## config.mk

```make
export PLATFORM = sky130hd
export DESIGN_NAME = led_seq_ctrl
export DESIGN_NICKNAME = d
export VERILOG_FILES = /design/src/rtl/led_ctrl_pkg.sv /design/src/rtl/btn_debounce.sv /design/src/rtl/led_seq_ctrl.sv
export SDC_FILE = /design/constraint.sdc
export NUM_CORES = 1
export LEC_CHECK = 0
export CORE_ASPECT_RATIO = 0.75
export CORE_MARGIN = 4
export CORE_UTILIZATION = 45
export CTS_BUF_LIST = sky130_fd_sc_hd__clkbuf_2
export CTS_CLUSTER_DIAMETER = 200
export DETAILED_ROUTE_END_ITERATION = 10
export PLACE_DENSITY = 0.73
export SETUP_SLACK_MARGIN = 0.02
export SYNTH_ARGS = -nofsm -noshare
export SYNTH_HDL_FRONTEND = slang
export SYNTH_SLANG_ARGS = --single-unit
```

## constraint.sdc

```tcl
create_clock -name Clk -period 3.5 [get_ports Clk]
set_input_delay 0.7 -clock Clk [delete_from_list [all_inputs] [get_ports Clk]]
set_output_delay 0.7 -clock Clk [all_outputs]
set_load 0.01 [all_outputs]
```

## src/rtl/led_ctrl_pkg.sv

```systemverilog
// Shared encodings and sizing helpers for the LED run controller.
// Optional button debouncing is enabled with LED_CTRL_DEBOUNCE_EN.
package led_ctrl_pkg;

   typedef enum logic [1:0] {
      ST_IDLE = 2'd0,
      ST_RUN  = 2'd1,
      ST_DONE = 2'd2
   } state_t;

   localparam logic [1:0] MODE_A = 2'b01;
   localparam logic [1:0] MODE_B = 2'b10;
   localparam logic [1:0] MODE_C = 2'b11;

   localparam int DEF_TICK_DIV  = 50_000_000;
   localparam int DEF_RUN_STEPS = 16;
   localparam int DEF_DB_CYCLES = 1_000_000;

   // Bits needed to hold 0..n-1, never less than one.
   function automatic int cnt_w(input int n);
      return (n > 2) ? $clog2(n) : 1;
   endfunction

   // Decoder mode never takes the value 00.
   function automatic logic [1:0] next_mode(input logic [1:0] m);
      case (m)
         MODE_A:  return MODE_B;
         MODE_B:  return MODE_C;
         default: return MODE_A;
      endcase
   endfunction

endpackage

```

## src/rtl/btn_debounce.sv

```systemverilog
// Button conditioner: 2-flop synchronizer, optional debouncer, rising-edge pulse.
// The debouncer is built only when LED_CTRL_DEBOUNCE_EN is defined.
module btn_debounce
   import led_ctrl_pkg::*;
#(
   parameter int DB_CYCLES = DEF_DB_CYCLES
) (
   input  logic Clk,
   input  logic reset,
   input  logic btn,
   output logic rise
);

   logic sync1;
   logic sync2;
   logic level;
   logic level_q;

   always_ff @(posedge Clk or posedge reset) begin
      if (reset) begin
         sync1 <= 1'b0;
         sync2 <= 1'b0;
      end else begin
         sync1 <= btn;
         sync2 <= sync1;
      end
   end

`ifdef LED_CTRL_DEBOUNCE_EN
   localparam int DB_W = cnt_w(DB_CYCLES);

   logic [DB_W-1:0] stable_cnt;
   logic            db_level;

   // A new level is taken only after DB_CYCLES consecutive differing samples.
   always_ff @(posedge Clk or posedge reset) begin
      if (reset) begin
         stable_cnt <= '0;
         db_level   <= 1'b0;
      end else if (sync2 == db_level) begin
         stable_cnt <= '0;
      end else if (stable_cnt == DB_W'(DB_CYCLES - 1)) begin
         stable_cnt <= '0;
         db_level   <= sync2;
      end else begin
         stable_cnt <= stable_cnt + 1'b1;
      end
   end

   assign level = db_level;
`else
   assign level = sync2;
`endif

   always_ff @(posedge Clk or posedge reset) begin
      if (reset) level_q <= 1'b0;
      else       level_q <= level;
   end

   assign rise = level & ~level_q;

endmodule

```

## src/rtl/led_seq_ctrl.sv

```systemverilog
// Run controller: buttons -> mode/start/idle, step enable and counter clear.
// Build with LED_CTRL_DEBOUNCE_EN to debounce the buttons (adds DB_CYCLES latency).
module led_seq_ctrl
   import led_ctrl_pkg::*;
#(
   parameter int TICK_DIV  = DEF_TICK_DIV,
   parameter int RUN_STEPS = DEF_RUN_STEPS,
   parameter int DB_CYCLES = DEF_DB_CYCLES
) (
   input  logic       Clk,
   input  logic       reset,
   input  logic       btn_start,
   input  logic       btn_mode,
   input  logic       btn_stop,
   output logic       en,
   output logic       cnt_clr,
   output logic       start,
   output logic       idle,
   output logic [1:0] mode,
   output state_t     dbg_state
);

   localparam int PRESC_W = cnt_w(TICK_DIV);
   localparam int STEP_W  = cnt_w(RUN_STEPS + 1);

   localparam logic [PRESC_W-1:0] PRESC_LAST = PRESC_W'(TICK_DIV - 1);
   localparam logic [PRESC_W-1:0] PRESC_PRE  = PRESC_W'(TICK_DIV - 2);
   localparam logic [STEP_W-1:0]  STEP_LAST  = STEP_W'(RUN_STEPS);

   logic start_rise;
   logic mode_rise;
   logic stop_rise;

   btn_debounce #(.DB_CYCLES(DB_CYCLES)) u_db_start (
      .Clk(Clk), .reset(reset), .btn(btn_start), .rise(start_rise));
   btn_debounce #(.DB_CYCLES(DB_CYCLES)) u_db_mode (
      .Clk(Clk), .reset(reset), .btn(btn_mode), .rise(mode_rise));
   btn_debounce #(.DB_CYCLES(DB_CYCLES)) u_db_stop (
      .Clk(Clk), .reset(reset), .btn(btn_stop), .rise(stop_rise));

   state_t              state, state_nx;
   logic [PRESC_W-1:0]  presc, presc_nx;
   logic [STEP_W-1:0]   step, step_nx;
   logic [1:0]          mode_nx;
   logic                en_nx;
   logic                clr_nx;

   // en is registered, so the tick is decided one cycle early (prescaler at
   // TICK_DIV-2); a stop edge seen in that cycle cancels the pulse.
   always_comb begin
      state_nx = state;
      presc_nx = presc;
      step_nx  = step;
      mode_nx  = mode;
      en_nx    = 1'b0;
      case (state)
         ST_IDLE: begin
            if (mode_rise) mode_nx = next_mode(mode);
            if (start_rise && !stop_rise) begin
               state_nx = ST_RUN;
               presc_nx = '0;
               step_nx  = '0;
            end
         end
         ST_RUN: begin
            presc_nx = (presc == PRESC_LAST) ? '0 : presc + 1'b1;
            if (stop_rise) begin
               state_nx = ST_IDLE;
            end else if (en && step == STEP_LAST) begin
               state_nx = ST_DONE;
               presc_nx = '0;
            end else if (presc == PRESC_PRE) begin
               en_nx   = 1'b1;
               step_nx = step + 1'b1;
            end
         end
         ST_DONE: begin
            if (mode_rise) mode_nx = next_mode(mode);
            if (stop_rise) begin
               state_nx = ST_IDLE;
            end else if (start_rise) begin
               state_nx = ST_RUN;
               presc_nx = '0;
               step_nx  = '0;
            end else if (presc == PRESC_LAST) begin
               state_nx = ST_IDLE;
            end else begin
               presc_nx = presc + 1'b1;
            end
         end
         default: state_nx = ST_IDLE;
      endcase
      clr_nx = (state_nx == ST_RUN) && (state != ST_RUN);
   end

   always_ff @(posedge Clk or posedge reset) begin
      if (reset) begin
         state   <= ST_IDLE;
         presc   <= '0;
         step    <= '0;
         mode    <= MODE_A;
         en      <= 1'b0;
         cnt_clr <= 1'b0;
         start   <= 1'b0;
         idle    <= 1'b1;
      end else begin
         state   <= state_nx;
         presc   <= presc_nx;
         step    <= step_nx;
         mode    <= mode_nx;
         en      <= en_nx;
         cnt_clr <= clr_nx;
         start   <= (state_nx == ST_RUN);
         idle    <= (state_nx == ST_IDLE);
      end
   end

   assign dbg_state = state;

endmodule

```

* After elaboration in Yosys (flattened, before gate mapping) *
Cells that the tools add are included.

operators by class
  multiply operators = 0
  eq/ne operators = 16
  shift-type cells = 0
  bitwise gates (word level) = 6
  add/sub/neg operators = 2
  multiplexer cells = 27
  magnitude comparators = 0
  reduce and logical (&&, ||, !) cells = 11
  divide/modulo/power cells = 0

operator list
  cell                   number
  $mux 26                7
  $pmux 26 s3            1
  $eq 26x26->1 const B   2
  $mux 5                 6
  $add 26x1->26 const B  1
  $pmux 5 s3             1
  $mux 2                 6
  $ne 2x2->1 const B     6
  $reduce_and 7->1       1
  $eq 2x1->1 const B     3
  $pmux 2 s3             1
  $add 5x1->5 const B    1
  $eq 5x5->1 const B     1
  $eq 2x2->1 const B     2
  $logic_not 2->1        2
  $mux 1                 4
  $pmux 2 s2             1
  $reduce_and 4->1       1
  $and 1x1->1            3
  $logic_and 1x1->1      3
  $ne 3x3->1 const B     1
  $not 1->1              3
  $reduce_bool 3->1      1
  $ne 2x1->1 const B     1
  3 further kinds        3

storage, ports and cells
  memory bits (writable) = 0
  register bits = 48
  ROM bits = 0
  input port bits = 5
  memories kept = 0
  output and inout bits = 8
  latch bits = 0
  word-level logic and storage cells = 79

* Depth between registers and ports, before layout *
Gate-level depths: netlist (run 1).

  depth after elaboration = 8
  mapped depth = 8
  depth with buffers taken out = 8

* By module *
From an unflattened synthesis (run 1), not the netlist that was laid out.

second synthesis, totals
  cells, all modules = 278
  area, all modules = 2,765.2 um2

modules (own cells, without submodules)
  module        cells each  instances  area each (um2)
  led_seq_ctrl  263         1          2,487.4
  btn_debounce  5           3          92.6

* Worst setup path before layout (run 1) *
Ideal clock, no wire load.

  path kind = register to register
  start = reg en
  end = reg step[4]
  arrival time = 1.826 ns
  library setup time = 0.126 ns
  path buffers = 0
  period minus slack after synthesis = 1.952 ns
  cell stages (with the launch flop) = 7
  slack = 1.548 ns
  path through = dfrtp_1 -> and4bb_1 -> a2111o_1 -> or3_4 -> nor2_4 -> nor2_1 -> a221o_1

on the way
  longest elaborated chain between the ends = 3

RTL lines
  element                            RTL line             source
  start: declaration                 led_seq_ctrl.sv:15   output logic en,
  start signal: assignment           led_seq_ctrl.sv:111  en <= en_nx;
  $logic_and 1x1->1                  led_seq_ctrl.sv:69   end else if (en && step == STEP_LAST) begin
  $ne 2x2->1 (no source line)        -
  $reduce_and 7->1 (no source line)  -
  end signal: assignment             led_seq_ctrl.sv:109  step <= step_nx;
  end: declaration                   led_seq_ctrl.sv:43   logic [STEP_W-1:0] step, step_nx;

Every way passes these cells.
A chain may end at the register's enable or synchronous reset.

* Final worst setup path (run 1) *
  start = reg state[0] (netlist: dbg_state[0])
  end = reg presc[13]

on the way
  longest elaborated chain between the ends = 3
  elaborated cells between the ends (all ways) = 9

RTL lines
  element                                                    RTL line             source
  start: declaration                                         led_seq_ctrl.sv:41   state_t state, state_nx;
  start signal: assignment                                   led_seq_ctrl.sv:107  state <= state_nx;
  $eq 2x2->1, or another cell as far along                   led_seq_ctrl.sv:56   case (state)
  $ne 3x3->1 (no source line), or another cell as far along  -
  $reduce_and 4->1 (no source line)                          -
  end signal: assignment                                     led_seq_ctrl.sv:108  presc <= presc_nx;
  end: declaration                                           led_seq_ctrl.sv:42   logic [PRESC_W-1:0] presc, presc_nx;

Parallel ways exist; a longest one is shown, timed or not.

==> results of run 1 <==
## area by class of cell
| class | instances | area [um^2] | area share (%) |
|---|---|---|---|
| sequential | 48 | 1204 | 42.17 |
| inverter | 16 | 60.06 | 2.104 |
| tap | 75 | 93.84 | 3.288 |
| clock inverter | 3 | 18.77 | 0.6576 |
| clock buffer | 5 | 25.02 | 0.8768 |
| multi-input combinational | 197 | 1318 | 46.16 |
| timing repair buffer | 14 | 135.1 | 4.735 |
## metal layers
metal	wire length (um)	share of wire (%)	GRT usage, %
met1	2672	53	24.52
met2	2095	42	21.42
met3	235	4.7	3.337
met4	43	0.85	4.416
met5	0	0	0
## cells in the final DEF (no fill, tap or decap), types with 3 or more instances in the layout
cell type                         netlist  routed
sky130_fd_sc_hd__a21oi_1                7       7
sky130_fd_sc_hd__a31oi_1                3       3
sky130_fd_sc_hd__clkbuf_2               0       5
sky130_fd_sc_hd__clkdlybuf4s50_1        0      12
sky130_fd_sc_hd__dfrtp_1               46      46
sky130_fd_sc_hd__ha_1                   9       9
sky130_fd_sc_hd__inv_1                 16      15
sky130_fd_sc_hd__nand2_1               24      24
sky130_fd_sc_hd__nand3_1               16      16
sky130_fd_sc_hd__nand4_1                8       8
sky130_fd_sc_hd__nor2_1                31      31
sky130_fd_sc_hd__nor3_1                12      12
sky130_fd_sc_hd__nor4_1                 7       7
sky130_fd_sc_hd__nor4_4                 4       4
sky130_fd_sc_hd__o21ai_0                5       5
sky130_fd_sc_hd__o21ai_1                4       4
sky130_fd_sc_hd__o31ai_1                3       3
sky130_fd_sc_hd__or3_1                  4       4
sky130_fd_sc_hd__xnor2_1               18      18
## stage by stage
step	hold WS [ns]	cell area [um^2]	std cells
final	0.3790	2854	358
after global routing	0.3898	2854	358
after CTS	0.3844	2854	358
after detailed placement	0.3358	2810	350
after global placement	0.3314	2810	350
after floorplan	0.3312	2630	269
## registers in the layout, summed over array words and instances, names as in the netlist
| register | count |
|---|---|
| presc | 26 |
| step | 5 |
| dbg_state | 2 |
| mode | 2 |
| cnt_clr | 1 |
| en | 1 |
| idle | 1 |
| start | 1 |
| u_db_mode.level | 1 |
| u_db_mode.level_q | 1 |
| u_db_mode.sync1 | 1 |
| u_db_start.level | 1 |
| u_db_start.level_q | 1 |
| u_db_start.sync1 | 1 |
| u_db_stop.level | 1 |
| u_db_stop.level_q | 1 |
| u_db_stop.sync1 | 1 |
## worst reg2reg max path, delay by kind of cell, from the launching register on
| kind | cells | cell delay (ns) |
|---|---|---|
| compound gates | 3 | 0.72 |
| fa+ha+maj | 1 | 0.30 |
| buf+inv | 1 | 0.10 |
| flops | 1 | 0.47 |
| simple gates | 2 | 0.62 |
## power by group
part           internal (W)  switching (W)
registers          0.000606      0.0000329
clock network     0.0000462       0.000176
logic              0.000150       0.000234
## cells by family after synthesis
family | after synthesis | share of synthesized area (%)
AND/OR/NAND/NOR | 128 | 28.21
flip-flops | 48 | 45.77
AO/OA/AOI/OAI | 41 | 11.23
buffers and inverters | 24 | 4.139
XOR/XNOR | 18 | 5.994
adder cells (fa/ha/maj) | 9 | 4.282
multiplexers | 1 | 0.3806
## cell usage after synthesis, drive strengths merged, types with 5 or more instances
| library cell | n |
|---|---|
| dfrtp | 46 |
| nor2 | 32 |
| nand2 | 24 |
| xnor2 | 18 |
| inv | 16 |
| nand3 | 16 |
| nor3 | 12 |
| nor4 | 11 |
| o21ai | 10 |
| a21oi | 9 |
| ha | 9 |
| nand4 | 9 |
| buf | 6 |
| or3 | 5 |
## path summary, 6_finish.rpt
kind	start	to	slack (ns)	depth (start not counted)
setup reg to reg	dbg_state[0]	presc[13]	1.27	7
setup / recovery	dbg_state[0]	presc[13]	1.27	7
max in group asynchronous	reset	dbg_state[0]	2.14	2
min in group asynchronous	reset	presc[1]	0.78	2
hold reg to reg	u_db_mode.sync1	u_db_mode.level	0.38	0
hold / removal	u_db_mode.sync1	u_db_mode.level	0.38	0
==> summary.md, run 1 <==
| Metric | Value |
|---|---|
| Run status | `finished clean` |
| Final count of pins violating max slew | `0` |
| Cell type with the largest total area after synthesis | `sky130_fd_sc_hd__dfrtp_1` |
| Routed Antenna Nets | `0` |
| Cts hold-fix bufs | `0` |
| Root buffer selected by CTS | `sky130_fd_sc_hd__clkbuf_2` |
| Vertical die dimension | `74.21 um` |
| #FFs+latches synth | `48` |
| Count of buffers from port buffering | `12` |
| Hold violation count in the final report | `0` |
| Share of cells above drive strength 1 | `9.187%` |
| Delay-heaviest family, CP | `compound AO/OA/AOI/OAI gates` |
| Resize count post-CTS | `0` |
| Post-synth EDFFs | `0` |
| Final setup viols | `0` |
| Mean instance size in the synthesized netlist | `9.777 um^2` |
| Max Root-Sink Buffers | `2` |
| Global routing usage summed across all routing layers | `15.63%` |
| DRC violations left | `0` |
| Fin crit period | `2.233 ns` |
| Number of buffers added by the clock tree synthesis step | `5` |
| Startpoint-to-endpoint class of the critical path | `reg2reg` |
| Core Util, Final | `51.92%` |
| Crit path setup slack, layout | `1.267 ns` |
| Maximum single-stage delay on the critical path | `0.47 ns` |
| TritonCTS clock tree | `done` |
| Initial Util | `47.85%` |
| Kind of launch point of the worst setup path | `register` |
| Number of nets in the synthesized netlist | `283` |
| Slew of the pin with the lowest slew margin | `0.9512 ns` |
| Wire length per cell | `14.10 um` |
| Leakage power of the design | `1.129 nW` |
| Clock transition time at the flip-flop clock pins of the worst setup and hold paths | `0.25 ns` |
| Half-perimeter wire length after detailed placement | `3.666 mm` |
| Insertion delay of the later-clocked pin in the worst-skew pair | `0.42 ns` |
| Total design power | `0.001246 W` |
| Width of the die | `96.28 um` |
| Cell type of the slowest stage on the worst timing path | `sky130_fd_sc_hd__dfrtp_1` |
| First-pass GRT wire length | `8.735 mm` |
| Antenna diode count | `0` |
| Achievable frequency | `447.8 MHz` |
| Die footprint | `7144 um^2` |
| Share of the synthesized area in the top cell type | `43.77%` |
| Crit path arrival time | `2.61 ns` |
| Grt ovf | `0` |
| Clock H-tree levels | `2` |
| Worst slack at placement | `1.297 ns` |
| Required arrival time at the worst endpoint | `3.88 ns` |
| Core Region | `5497 um^2` |
| Detailed Route Iter0 Violations | `171` |
| Top_reg_cell synth | `sky130_fd_sc_hd__dfrtp_1` |
| Post-synthesis to final-layout area growth | `8.516%` |
| Sequential element share of the synthesized area | `45.77%` |
| Synth Warn # | `0` |
| Netlist cell types | `55` |
| Top Ports | `13` |
| Via count | `2007` |
| Buffers inserted by post-CTS timing repair | `0` |
| Via count of the first global-routing pass | `1833` |
| Worst-path maximum fanout | `11` |
| Synth top area cells | `sky130_fd_sc_hd__dfrtp_1 (44%), sky130_fd_sc_hd__xnor2_1 (6.0%), sky130_fd_sc_hd__nor2_1 (4.4%)` |
| First-pass iteration count of the detailed router | `5` |
| Share of flip-flops with an asynchronous set or reset | `100.0%` |
| Mapped Cells | `269` |
| Buf+Inv Stages, Crit Path | `1` |
| RSZ-0062 raised after global routing | `false` |
| Relative slew margins | `36.49%` |
| Tcrit/Tclk final | `63.81%` |
| CTS sink count | `48` |
| Largest clock skew in the final design | `0.02507 ns` |
| Power density cells | `436.6 nW/um^2` |
| Number of violations of the max-capacitance limit | `0` |
| Setup Total Neg Slack | `0 ns` |
| Drt via density | `5.606` |
| Kind of end point of the critical path | `register` |
| Area of the mapped netlist | `2630 um^2` |
| Largest net degree at the start of global routing | `49` |
| CP cell instances | `inv_1, ha_1, a21oi_4, nand2_1, a211o_1, or3_1, a21oi_1` |
| RePlAce Congestion | `0.8267` |
| Nets | `296` |
| Worst Hold Class | `reg2reg` |
| Total number of placement rows | `23` |
| Count of filler cells inserted in the layout | `498` |
| Number of antenna violations at the first check in global routing | `0` |
| Total routed wirelength | `5.047 mm` |
| Worst vdd ir | `0.0002093 V` |
(Power assumes the default switching activity.)
==> inputs of run 2 (changes only) <==
Clock period 3.5 ns to 2.15 ns, I/O delays scaled along.
==> run 2 against run 1 <==
Net effect:
- critical path depth is 1 higher
- via count up 8.2%
- core utilization up 6.2 points
- first-iteration DRC count rose by 25%
- sequential share of layout area is 4.4 points lower
- maximum frequency up 6.4%
- clock power rose by 130%
- combinational power rose by 100%
- setup slack worse by 1.2 ns
- count of clock-buffer cells in the layout unchanged
- worst hold slack got worse by 0.11 ns
- critical path type unchanged
- largest cell class unchanged
- largest power group unchanged
==> summary.md, run 2 (synthesis gave the netlist of run 1 again) <==
| Metric | Value |
|---|---|
| Internal reg-to-reg setup slack | `0.05 ns (was 1.27 ns)` |
| Internal portion of total power | `0.001537 W (was 0.0008024 W)` |
| Clk network pwr share | `22.1% (was 17.9%)` |
| Count of cells along the worst register-to-register path | `8 (was 7)` |
| Post-Place Cell Area | `2958 um^2 (was 2810 um^2)` |
| Final count of pins violating max slew | `0 (unchanged)` |
| Number of antenna violations at the first check in global routing | `0 (unchanged)` |
| Root buffer selected by CTS | `sky130_fd_sc_hd__clkbuf_2 (unchanged)` |
| Crit path arrival time | `2.46 ns (was 2.61 ns)` |
| Run status | `finished clean (unchanged)` |
| Met3 GRT Util | `3.134% (was 3.337%)` |
| Hold violation count in the final report | `0 (unchanged)` |
| Top Ports | `13 (unchanged)` |
| Fin crit period | `2.099 ns (was 2.233 ns)` |
| Most common library cell in the layout ignoring fill and taps | `sky130_fd_sc_hd__dfrtp_1 (unchanged)` |
| First-pass iteration count of the detailed router | `4 (was 5)` |
| Antenna diode count | `0 (unchanged)` |
| Crit Reg-Reg Startpoint | `presc[16] (was dbg_state[0])` |
| Count of filler cells inserted in the layout | `476 (was 498)` |
| Width of the die | `96.28 um (unchanged)` |
| Share of cells above drive strength 1 | `22.36% (was 9.187%)` |
| Biggest regs | `presc x26, step x5 (unchanged)` |
| First-pass GRT wire length | `9.811 mm (was 8.735 mm)` |
| Final hold slack | `0.2694 ns (was 0.3790 ns)` |
| Kind of end point of the critical path | `register (unchanged)` |
| Sequential power share | `44.3% (was 51.3%)` |
| Worst-path maximum fanout | `8 (was 11)` |
| Worst Hold Class | `in2async (was reg2reg)` |
| Kind of launch point of the worst setup path | `register (unchanged)` |
| Vertical die dimension | `74.21 um (unchanged)` |
| Switching share of total power | `34.35% (was 35.59%)` |
| Initial Util | `47.85% (unchanged)` |
| Clock transition time at the flip-flop clock pins of the worst setup and hold paths | `0.26 ns (was 0.25 ns)` |
| Half-perimeter wire length after detailed placement | `4.238 mm (was 3.666 mm)` |
| Die footprint | `7144 um^2 (unchanged)` |
| Routed Antenna Nets | `0 (unchanged)` |
| CTS sink count | `48 (unchanged)` |
| Drt via density | `5.595 (was 5.606)` |
| Total placed cells including tap cells | `368 (was 350)` |
| Wire length per cell | `15.14 um (was 14.10 um)` |
| Worst vdd ir | `0.0003501 V (was 0.0002093 V)` |
| Largest net degree at the start of global routing | `30 (was 49)` |
| Tcrit/Tclk final | `97.63% (was 63.81%)` |
| Fraction of power consumed by combinational cells | `33.6% (was 30.9%)` |
| Startpoint-to-endpoint class of the critical path | `reg2reg (unchanged)` |
| Number of flip-flops under the largest register name | `26 (unchanged)` |
| DRC violations left | `0 (unchanged)` |
| Largest clock skew in the final design | `0.006224 ns (was 0.02507 ns)` |
| Core Region | `5497 um^2 (unchanged)` |
| Insertion delay of the later-clocked pin in the worst-skew pair | `0.43 ns (was 0.42 ns)` |
| Number of violations of the max-capacitance limit | `0 (unchanged)` |
| Achievable frequency | `476.4 MHz (was 447.8 MHz)` |
| Net Switching | `0.0008042 W (was 0.0004435 W)` |
| Post-synthesis to final-layout area growth | `21.55% (was 8.516%)` |
| Clock H-tree levels | `2 (unchanged)` |
| Required arrival time at the worst endpoint | `2.51 ns (was 3.88 ns)` |
| Met1 track demand over resource in global routing | `26.37% (was 24.52%)` |
| TritonCTS clock tree | `done (unchanged)` |
| RSZ-0062 raised after global routing | `true (was false)` |
| Critical R2R Capture | `presc[24] (was presc[13])` |
| Count of buffers from port buffering | `12 (unchanged)` |
| Via count | `2171 (was 2007)` |
| Highest-count cells in the layout ignoring fill and taps | `sky130_fd_sc_hd__dfrtp_1 (43), sky130_fd_sc_hd__nor2_1 (31), sky130_fd_sc_hd__buf_4 (29) (was sky130_fd_sc_hd__dfrtp_1 (46), sky130_fd_sc_hd__nor2_1 (31), sky130_fd_sc_hd__nand2_1 (24))` |
| Layer carrying the most global-route usage | `met1 (unchanged)` |
| Via count of the first global-routing pass | `2027 (was 1833)` |
| Leakage power of the design | `1.328 nW (was 1.129 nW)` |
| Number of buffers added by the clock tree synthesis step | `5 (unchanged)` |
| RePlAce Congestion | `0.9000 (was 0.8267)` |
| Nets | `326 (was 296)` |
| Slew of the pin with the lowest slew margin | `0.5796 ns (was 0.9512 ns)` |
| GR Layer Usage met2 | `26.01% (was 21.42%)` |
| Largest Register | `presc (unchanged)` |
| Area of all placed cells without fillers | `3197 um^2 (was 2854 um^2)` |
| Total design power | `0.002341 W (was 0.001246 W)` |
| Final setup viols | `0 (unchanged)` |
| Total number of placement rows | `23 (unchanged)` |
| Relative slew margins | `61.22% (was 36.49%)` |
| Post-layout instance count excluding filler cells | `388 (was 358)` |
| Total routed wirelength | `5.876 mm (was 5.047 mm)` |
| Grt ovf | `0 (unchanged)` |
| Power density cells | `732.3 nW/um^2 (was 436.6 nW/um^2)` |
| Global routing usage summed across all routing layers | `17.68% (was 15.63%)` |
| Max Root-Sink Buffers | `2 (unchanged)` |
| Detailed Route Iter0 Violations | `213 (was 171)` |
[run 2: changes by cell type in the layout (fill, tap and decap cells not counted), sizes merged]
cell      previous run  this run
bufinv               0         1
clkinvlp             2         0
buf                  2        32
clkinv               1         2
[run 2: critical path, stage by stage, from the launching register on]
cell	delay, ns
sky130_fd_sc_hd__dfrtp_1	0.48
sky130_fd_sc_hd__nor4_4	0.35
sky130_fd_sc_hd__nand4_4	0.17
sky130_fd_sc_hd__nor4_4	0.39
sky130_fd_sc_hd__o21ai_1	0.12
sky130_fd_sc_hd__a21oi_2	0.17
sky130_fd_sc_hd__buf_4	0.16
sky130_fd_sc_hd__buf_6	0.13
sky130_fd_sc_hd__nor2_1	0.05
[run 2: worst max-delay path by stage]
stage | cells after the start | endpoint | slack [ns] | startpoint
2_1_floorplan | 6 | step[4] | 0.20 | en
6_report | 8 | presc[24] | 0.05 | presc[16]
3_5_place_dp | 8 | presc[15] | 0.03 | dbg_state[1]
3_3_place_gp | 8 | presc[15] | 0.07 | dbg_state[0]
4_1_cts | 7 | presc[16] | 0.02 | presc[4]
5_1_grt | 7 | presc[2] | -0.05 | presc[9]
[run 2: metal layers]
metal / up-vias / wire, um
li1: 1043 / -
met1: 1041 / 2789
met2: 78 / 2560
met3: 9 / 439
met4: 0 / 87
met5: - / 0
[run 2: cell type report]
cell class                 count  area, um^2  share of cell area (%)
multi-input combinational    197        1379                   43.13
sequential                    48        1207                   37.77
timing repair buffer          44       384.1                   12.02
tap                           75       93.84                   2.935
inverter                      16       60.06                   1.879
clock inverter                 3       47.55                   1.487
clock buffer                   5       25.02                  0.7828
[run 2: through the flow]
step	TNS, ns	setup slack (ns)	util (%)
final	0	0.05095	58.16
after global routing	-0.3541	-0.04572	58.16
after CTS	0	0.02012	55.45
after detailed placement	0	0.02623	53.81
after global placement	0	0.07412	53.81
after floorplan	0	0.1981	-
[run 2: power by group through the flow]
stage          Clock (W)  Sequential, W  Combinational (W)
6_report        0.000516        0.00104           0.000787
5_1_grt         0.000567        0.00105           0.000862
4_1_cts         0.000524        0.00103           0.000699
3_5_place_dp           0        0.00105           0.000681
3_3_place_gp           0        0.00105           0.000668
2_1_floorplan          0        0.00107           0.000398
[run 2: what timing repair did]
action                                  CTS  global route
pin swaps                                 0             5
resized for setup                         3            16
setup buffers                             1            11
hold buffers                              0             0
endpoints found under the setup margin    3            29
==> edit 1 (flow settings as in run 2) <==
The package constant `DEF_RUN_STEPS` goes from 16 to 32.
--- a/src/rtl/led_ctrl_pkg.sv
+++ b/src/rtl/led_ctrl_pkg.sv
@@ -13,7 +13,7 @@
    localparam logic [1:0] MODE_C = 2'b11;
 
    localparam int DEF_TICK_DIV  = 50_000_000;
-   localparam int DEF_RUN_STEPS = 16;
+   localparam int DEF_RUN_STEPS = 32;
    localparam int DEF_DB_CYCLES = 1_000_000;
 
    // Bits needed to hold 0..n-1, never less than one.
Check against the original RTL: same outputs for any inputs over 10 cycles, from zero or initial values and one cycle with reset high; that may be too few to reach the edited logic, so the function may still have changed.
==> edit 1 against run 2 <==
The flow now finishes with violations (setup timing); via count increased by 17%; count of clock-buffer cells in the layout increased by 1; cell area increased by 14%; setup slack got worse by 0.28 ns; wire length increased by 22%; critical path depth decreased by 1; sequential cell count increased by 1; fmax decreased by 12%; area after synthesis increased by 4.1%; clock power decreased by 5.8%; die area increased by 3.7%; total power increased by 17%; combinational power increased by 52%.
==> edit 1: results (changes against run 2) <==
stage,metric,value,unit,change
status,status,"finished, violations left",,
status,violations,setup timing,,
synthesis,synthTopCellsByArea,"dfrtp_1 43%, a21oi_2 4.5%, nand3_1 4.4%",,
drt,vias_per_cell,6.019,,+7.6%
synthesis,synth-compound-area-share,17.82,%,+6.6 points
worst_setup_path,arrival,2.71,ns,+0.25 ns
final_layout,fin_nets,357,,+9.5%
final_layout,nonClockInverterCount,14,,-2
worst_hold_path,hold_class,in2async,,
final_layout,num-multi-input-gates,209,,+6.1%
final_layout,clkCellAreaFrac,1.753,%,-0.52 points
pwr,totalPowerFinal,2.736,mW,+17%
synthesis,yosys-top-cells-count,"47 x dfrtp_1, 24 x nand3_1, 21 x nand2_1, 20 x nor2_1, 16 x nand4_1",,
timing,clock_skew,0.02841,ns,+0.02218 ns
drt,wl_per_cell,16.92,um,+12%
drt,drt-pass1-iter-count,5,,+1
synthesis,yosysUniqueCellTypes,51,,-7.3%
final_layout,antenna_cells,0,,unchanged
synthesis,synthXorXnorAreaFrac,1.920,%,-4.1 points
timing,setup_viol,36,,+36
synthesis,synth_warnings,0,,unchanged
clock_tree,clk_path_buf_depth,2,,unchanged
global_route,grt_pass1_vias,2252,,+11%
final_layout,signal_buffers,64,,+45%
global_route,grtUsageTotal,19.09,%,+1.4 points
final_layout,seq_area_share,33.76,%,-4.0 points
synthesis,synthArstFlopShare,100.0,%,unchanged
clock_tree,clk_latency,0.43,ns,about the same
global_route,antenna_found_initial,0,,unchanged
pwr,switchingPower,980.4,uW,+22%
global_route,grt_pass1_wl,11270,um,+15%
drt,drt_iter0_markers,230,,+8.0%
timing,layout_setup_ws,-0.2293,ns,-0.2802 ns
synthesis,ys_seq_area_share,44.88,%,-0.88 points
final_layout,top_regs,"presc: 26 flops, step: 6 flops",,
worst_setup_path,rr_startpoint,presc[7]$_DFFE_PP0P_,,
pwr,p_leak,1.477,nW,+11%
final_layout,design.seq.count,49,,+2.1%
final_layout,clkbuf_count,6,,+1
global_route,grt_max_degree,23,,-23%
timing,worst_slew_pin_slew,0.7867,ns,+0.2072 ns
placement,io_buffers,12,,unchanged
pwr,peakVddDrop,0.0004210,V,+20%
placement,gp_congestion,0.8287,,-7.9%
worst_setup_path,worstPathMaxFanout,6,,-2
pwr,power.share.clock,17.8,%,-4.3 points
final_layout,multiInputGateArea,1575,sq um,+14%
clock_tree,h-tree-depth,2,,unchanged
synthesis,synthMuxAreaShare,0.3656,%,-0.015 points
synthesis,synth_nets,295,,+4.2%
final_layout,num-fill-cells,489,,+2.7%
clock_tree,cts_root_buffer,clkbuf_2,,
pwr,p_seq_share,38.3,%,-6.0 points
final_layout,layout-drive-gt1-share,34.88,%,+13 points
worst_setup_path,critPathLaunchType,flop,,
final_layout,buffer_area_share,17.08,%,+5.1 points
placement,hpwl,4815,um,+14%
synthesis,synthAdderAreaFrac,4.113,%,-0.17 points
clock_tree,clk_pin_slew,0.25,ns,
## edit 1: changes by cell type after synthesis, moves of 10 or more
cell / run 2 / this run
a21oi_2: 1 / 14
nor2_1: 31 / 20
nor3_1: 12 / 1
o21ai_0: 5 / 15
xnor2_1: 18 / 0
## edit 1: final timing paths
| check | end | slack (ns) | cells after the start |
|---|---|---|---|
| max | presc[11]$_DFFE_PP0P_ | -0.23 | 7 |
| min reg2reg | u_db_stop.level$_DFF_PP0_ | 0.38 | 0 |
| max reg2reg | presc[11]$_DFFE_PP0P_ | -0.23 | 7 |
| max in group asynchronous | u_db_start.level$_DFF_PP0_ | 1.40 | 3 |
| min | step[2]$_DFFE_PP0P_ | 0.26 | 2 |
| min in group Clk | u_db_stop.level$_DFF_PP0_ | 0.38 | 0 |
## edit 1: metrics by stage
| stage | worst slack, ns | std cells | area, sq um | setup TNS [ns] |
|---|---|---|---|---|
| final | -0.2293 | 422 | 3640 | -6.352 |
| after detailed placement | -0.2206 | 403 | 3247 | -5.654 |
| after global routing | -0.2766 | 422 | 3640 | -8.094 |
| after global placement | -0.1399 | 403 | 3247 | -3.555 |
| after CTS | -0.1582 | 416 | 3465 | -3.787 |
| after floorplan | -0.1288 | 281 | 2741 | -3.010 |
## edit 1: worst max-delay path, stage by stage, from the launching register on
cell and delay (ns):
dfrtp_1 0.45, or4b_4 0.55, buf_6 0.14, nor4b_4 0.31, nand3_2 0.20, a211oi_4 0.38, buf_6 0.20, a21oi_2 0.04
## edit 1: what timing repair did
action,CTS,global route
pin swaps,7,9
setup endpoints to repair,37,38
buffers inserted,4,6
gates cloned,1,0
gates resized for setup,29,25
## edit 1: per-layer routing
metal,up-vias,routed length (um),track usage (%)
li1,1181,-,-
met2,103,3235,28.05
met5,-,0,0
met1,1241,3302,28.86
met4,0,133,4.762
met3,15,471,3.934
==> edit 2 (config.mk and constraints of run 2) <==
Made on the original files. Register the inputs `btn_start`, `btn_mode` and `btn_stop` before use, without a reset. The logic sees them one clock later.
--- a/src/rtl/led_seq_ctrl.sv
+++ b/src/rtl/led_seq_ctrl.sv
@@ -27,16 +27,26 @@
    localparam logic [PRESC_W-1:0] PRESC_PRE  = PRESC_W'(TICK_DIV - 2);
    localparam logic [STEP_W-1:0]  STEP_LAST  = STEP_W'(RUN_STEPS);
 
+   logic btn_start_q;
+   logic btn_mode_q;
+   logic btn_stop_q;
+
+   always_ff @(posedge Clk) begin
+      btn_start_q <= btn_start;
+      btn_mode_q  <= btn_mode;
+      btn_stop_q  <= btn_stop;
+   end
+
    logic start_rise;
    logic mode_rise;
    logic stop_rise;
 
    btn_debounce #(.DB_CYCLES(DB_CYCLES)) u_db_start (
-      .Clk(Clk), .reset(reset), .btn(btn_start), .rise(start_rise));
+      .Clk(Clk), .reset(reset), .btn(btn_start_q), .rise(start_rise));
    btn_debounce #(.DB_CYCLES(DB_CYCLES)) u_db_mode (
-      .Clk(Clk), .reset(reset), .btn(btn_mode), .rise(mode_rise));
+      .Clk(Clk), .reset(reset), .btn(btn_mode_q), .rise(mode_rise));
    btn_debounce #(.DB_CYCLES(DB_CYCLES)) u_db_stop (
-      .Clk(Clk), .reset(reset), .btn(btn_stop), .rise(stop_rise));
+      .Clk(Clk), .reset(reset), .btn(btn_stop_q), .rise(stop_rise));
 
    state_t              state, state_nx;
    logic [PRESC_W-1:0]  presc, presc_nx;
Behaviour: not the same (Yosys sat finds a counterexample within 4 cycles, from zero or initial values and one cycle with reset high).
==> edit 2 against run 2 <==
The flow now finishes with violations (setup timing); sequential cell count increased by 3; setup slack got worse by 0.34 ns; combinational power increased by 66%; cell area increased by 13%; via count increased by 16%; non-clock buffer count increased by 20; wire length increased by 20%; area after synthesis increased by 5.9%; total power increased by 21%; critical endpoint is now presc[17]$_DFFE_PP0P_; highest routed layer unchanged.
==> edit 2: results (changes against run 2) <==
stage,metric,value,unit,change
synthesis,synthTopCellsByArea,"dfrtp_1 41%, a22oi_1 4.6%, ha_1 4.0%",,
global_route,grt_util_met3,2.745,%,-0.39 points
status,status,"finished, violations left",,
timing,worst_slew_pin_slew,0.5027,ns,-0.07687 ns
final_layout,fin_nets,351,,+7.7%
worst_setup_path,reg2reg_depth,7,,-1
worst_setup_path,crit_path_top_delay_cell,or4b_4,,
global_route,met2_usage,27.35,%,+1.3 points
synthesis,ys_seq_area_share,45.37,%,-0.39 points
global_route,grt_max_degree,42,,+40%
placement,hpwl,4613,um,+8.8%
drt,drt-pass1-iter-count,7,,+3
timing,clock_skew,0.01421,ns,+0.007987 ns
clock_tree,clk_pin_slew,0.30,ns,+0.04 ns
final_layout,num-fill-cells,463,,-2.7%
pwr,peakVddDrop,0.0003961,V,+13%
status,violations,setup timing,,
timing,hold_ws,0.2312,ns,-0.03822 ns
global_route,grt_pass1_vias,2333,,+15%
global_route,grt_pass1_wl,11230,um,+14%
drt,wl,7072,um,+20%
worst_setup_path,max_stage_delay,0.54,ns,+0.06 ns
pwr,p_leak,1.510,nW,+14%
global_route,grtUsageMet1,26.89,%,+0.52 points
pwr,p_int,1.761,mW,+15%
timing,setup_viol,30,,+30
worst_setup_path,critPathCapture,presc[17]$_DFFE_PP0P_,,
global_route,grtUsageTotal,17.89,%,+0.21 points
clock_tree,cts_root_buffer,clkbuf_2,,
clock_tree,clk_latency,0.46,ns,+0.03 ns
worst_setup_path,worstPathMaxFanout,10,,+2
drt,num_vias,2521,,+16%
drt,drt_iter0_markers,216,,+1.4%
synthesis,yosys-top-cells-count,"46 x dfrtp_1, 22 x nand2_1, 17 x a22oi_1, 16 x inv_1, 16 x nand3_1",,
timing,layout_setup_ws,-0.2846,ns,-0.3356 ns
worst_setup_path,arrival,2.83,ns,+0.37 ns
synthesis,synthArstFlopShare,94.12,%,-5.9 points
[edit 2: cell types whose count changed after synthesis, moves of 8 or more]
| cell | change |
|---|---|
| nor3_1 | -11 |
| xnor2_1 | -18 |
| a22oi_1 | +17 |
| nor2_1 | -22 |
| or4_1 | +11 |
| o21ai_0 | +8 |
| o31ai_1 | +8 |
[edit 2: how the worst min path moves through the flow]
stage | cells past startpoint | start | end
after CTS | 2 | reset | mode[1]$_DFFE_PP0P_
after floorplan | 0 | btn_mode_q$_DFF_P_ | u_db_mode.sync1$_DFF_PP0_
after global placement | 0 | btn_start_q$_DFF_P_ | u_db_start.sync1$_DFF_PP0_
after global routing | 2 | reset | mode[1]$_DFFE_PP0P_
final | 2 | reset | dbg_state[1]$_DFF_PP0_
after detailed placement | 0 | btn_start_q$_DFF_P_ | u_db_start.sync1$_DFF_PP0_
[edit 2: through the flow]
step / instance area (sq um) / TNS, ns / instances / utilization, % / worst slack (ns)
final: 3610 / -6.921 / 416 / 61.02 / -0.2846
after global routing: 3610 / -8.718 / 416 / 61.02 / -0.3353
after CTS: 3402 / -5.377 / 407 / 57.51 / -0.2370
after detailed placement: 3272 / -4.824 / 399 / 55.31 / -0.1942
after global placement: 3272 / -3.811 / 399 / 55.31 / -0.1594
after floorplan: 2801 / -4.955 / 278 / - / -0.2480
[edit 2: repair_timing]
action                     4_1_cts  5_1_grt
gates cloned                     0        3
gates resized for setup         16       25
setup endpoints to repair       30       32
pin swaps                        4        9
buffers inserted                 0        6
[edit 2: worst register-to-register path, cell delays in order (launching register included)]
cell and delay [ns]:
dfrtp_1 0.44, or4b_4 0.54, or4_4 0.54, o31ai_4 0.30
buf_12 0.17, clkbuf_16 0.16, o31ai_1 0.08, a22oi_1 0.15
[edit 2: logic make-up (layout without fill, tap and decap cells)]
family	count (synthesis)	count (layout)	synth area share, %
multiplexers	2	2	0.7188
adder cells (fa/ha/maj)	9	9	4.043
flip-flops	51	51	45.37
buffers and inverters	28	88	5.840
AND/OR/NAND/NOR	110	110	22.78
AO/OA/AOI/OAI	78	78	21.25
[edit 2: routing by layer]
layer  vias up  share of wire [%]
met5         -                  0
met4         0               0.66
met3         5                6.5
met2       107                 46
met1      1213                 47
li1       1196                  -
[edit 2: power groups by stage]
| stage | sequential (mW) | clock [mW] | combinational, mW |
|---|---|---|---|
| finish | 1.09 | 0.444 | 1.31 |
| global route | 1.10 | 0.493 | 1.39 |
| CTS | 1.09 | 0.449 | 1.06 |
| detailed placement | 1.11 | 0 | 0.969 |
| global placement | 1.11 | 0 | 0.944 |
| floorplan | 1.13 | 0 | 0.591 |
[edit 2: cell type report]
type	count	area share, %
clock inverters	3	0.7279
inverters	16	1.664
well taps	78	2.704
flip-flops and latches	51	35.01
multi-input cells	199	42.22
repair buffers	64	16.98
clock buffers	5	0.6932
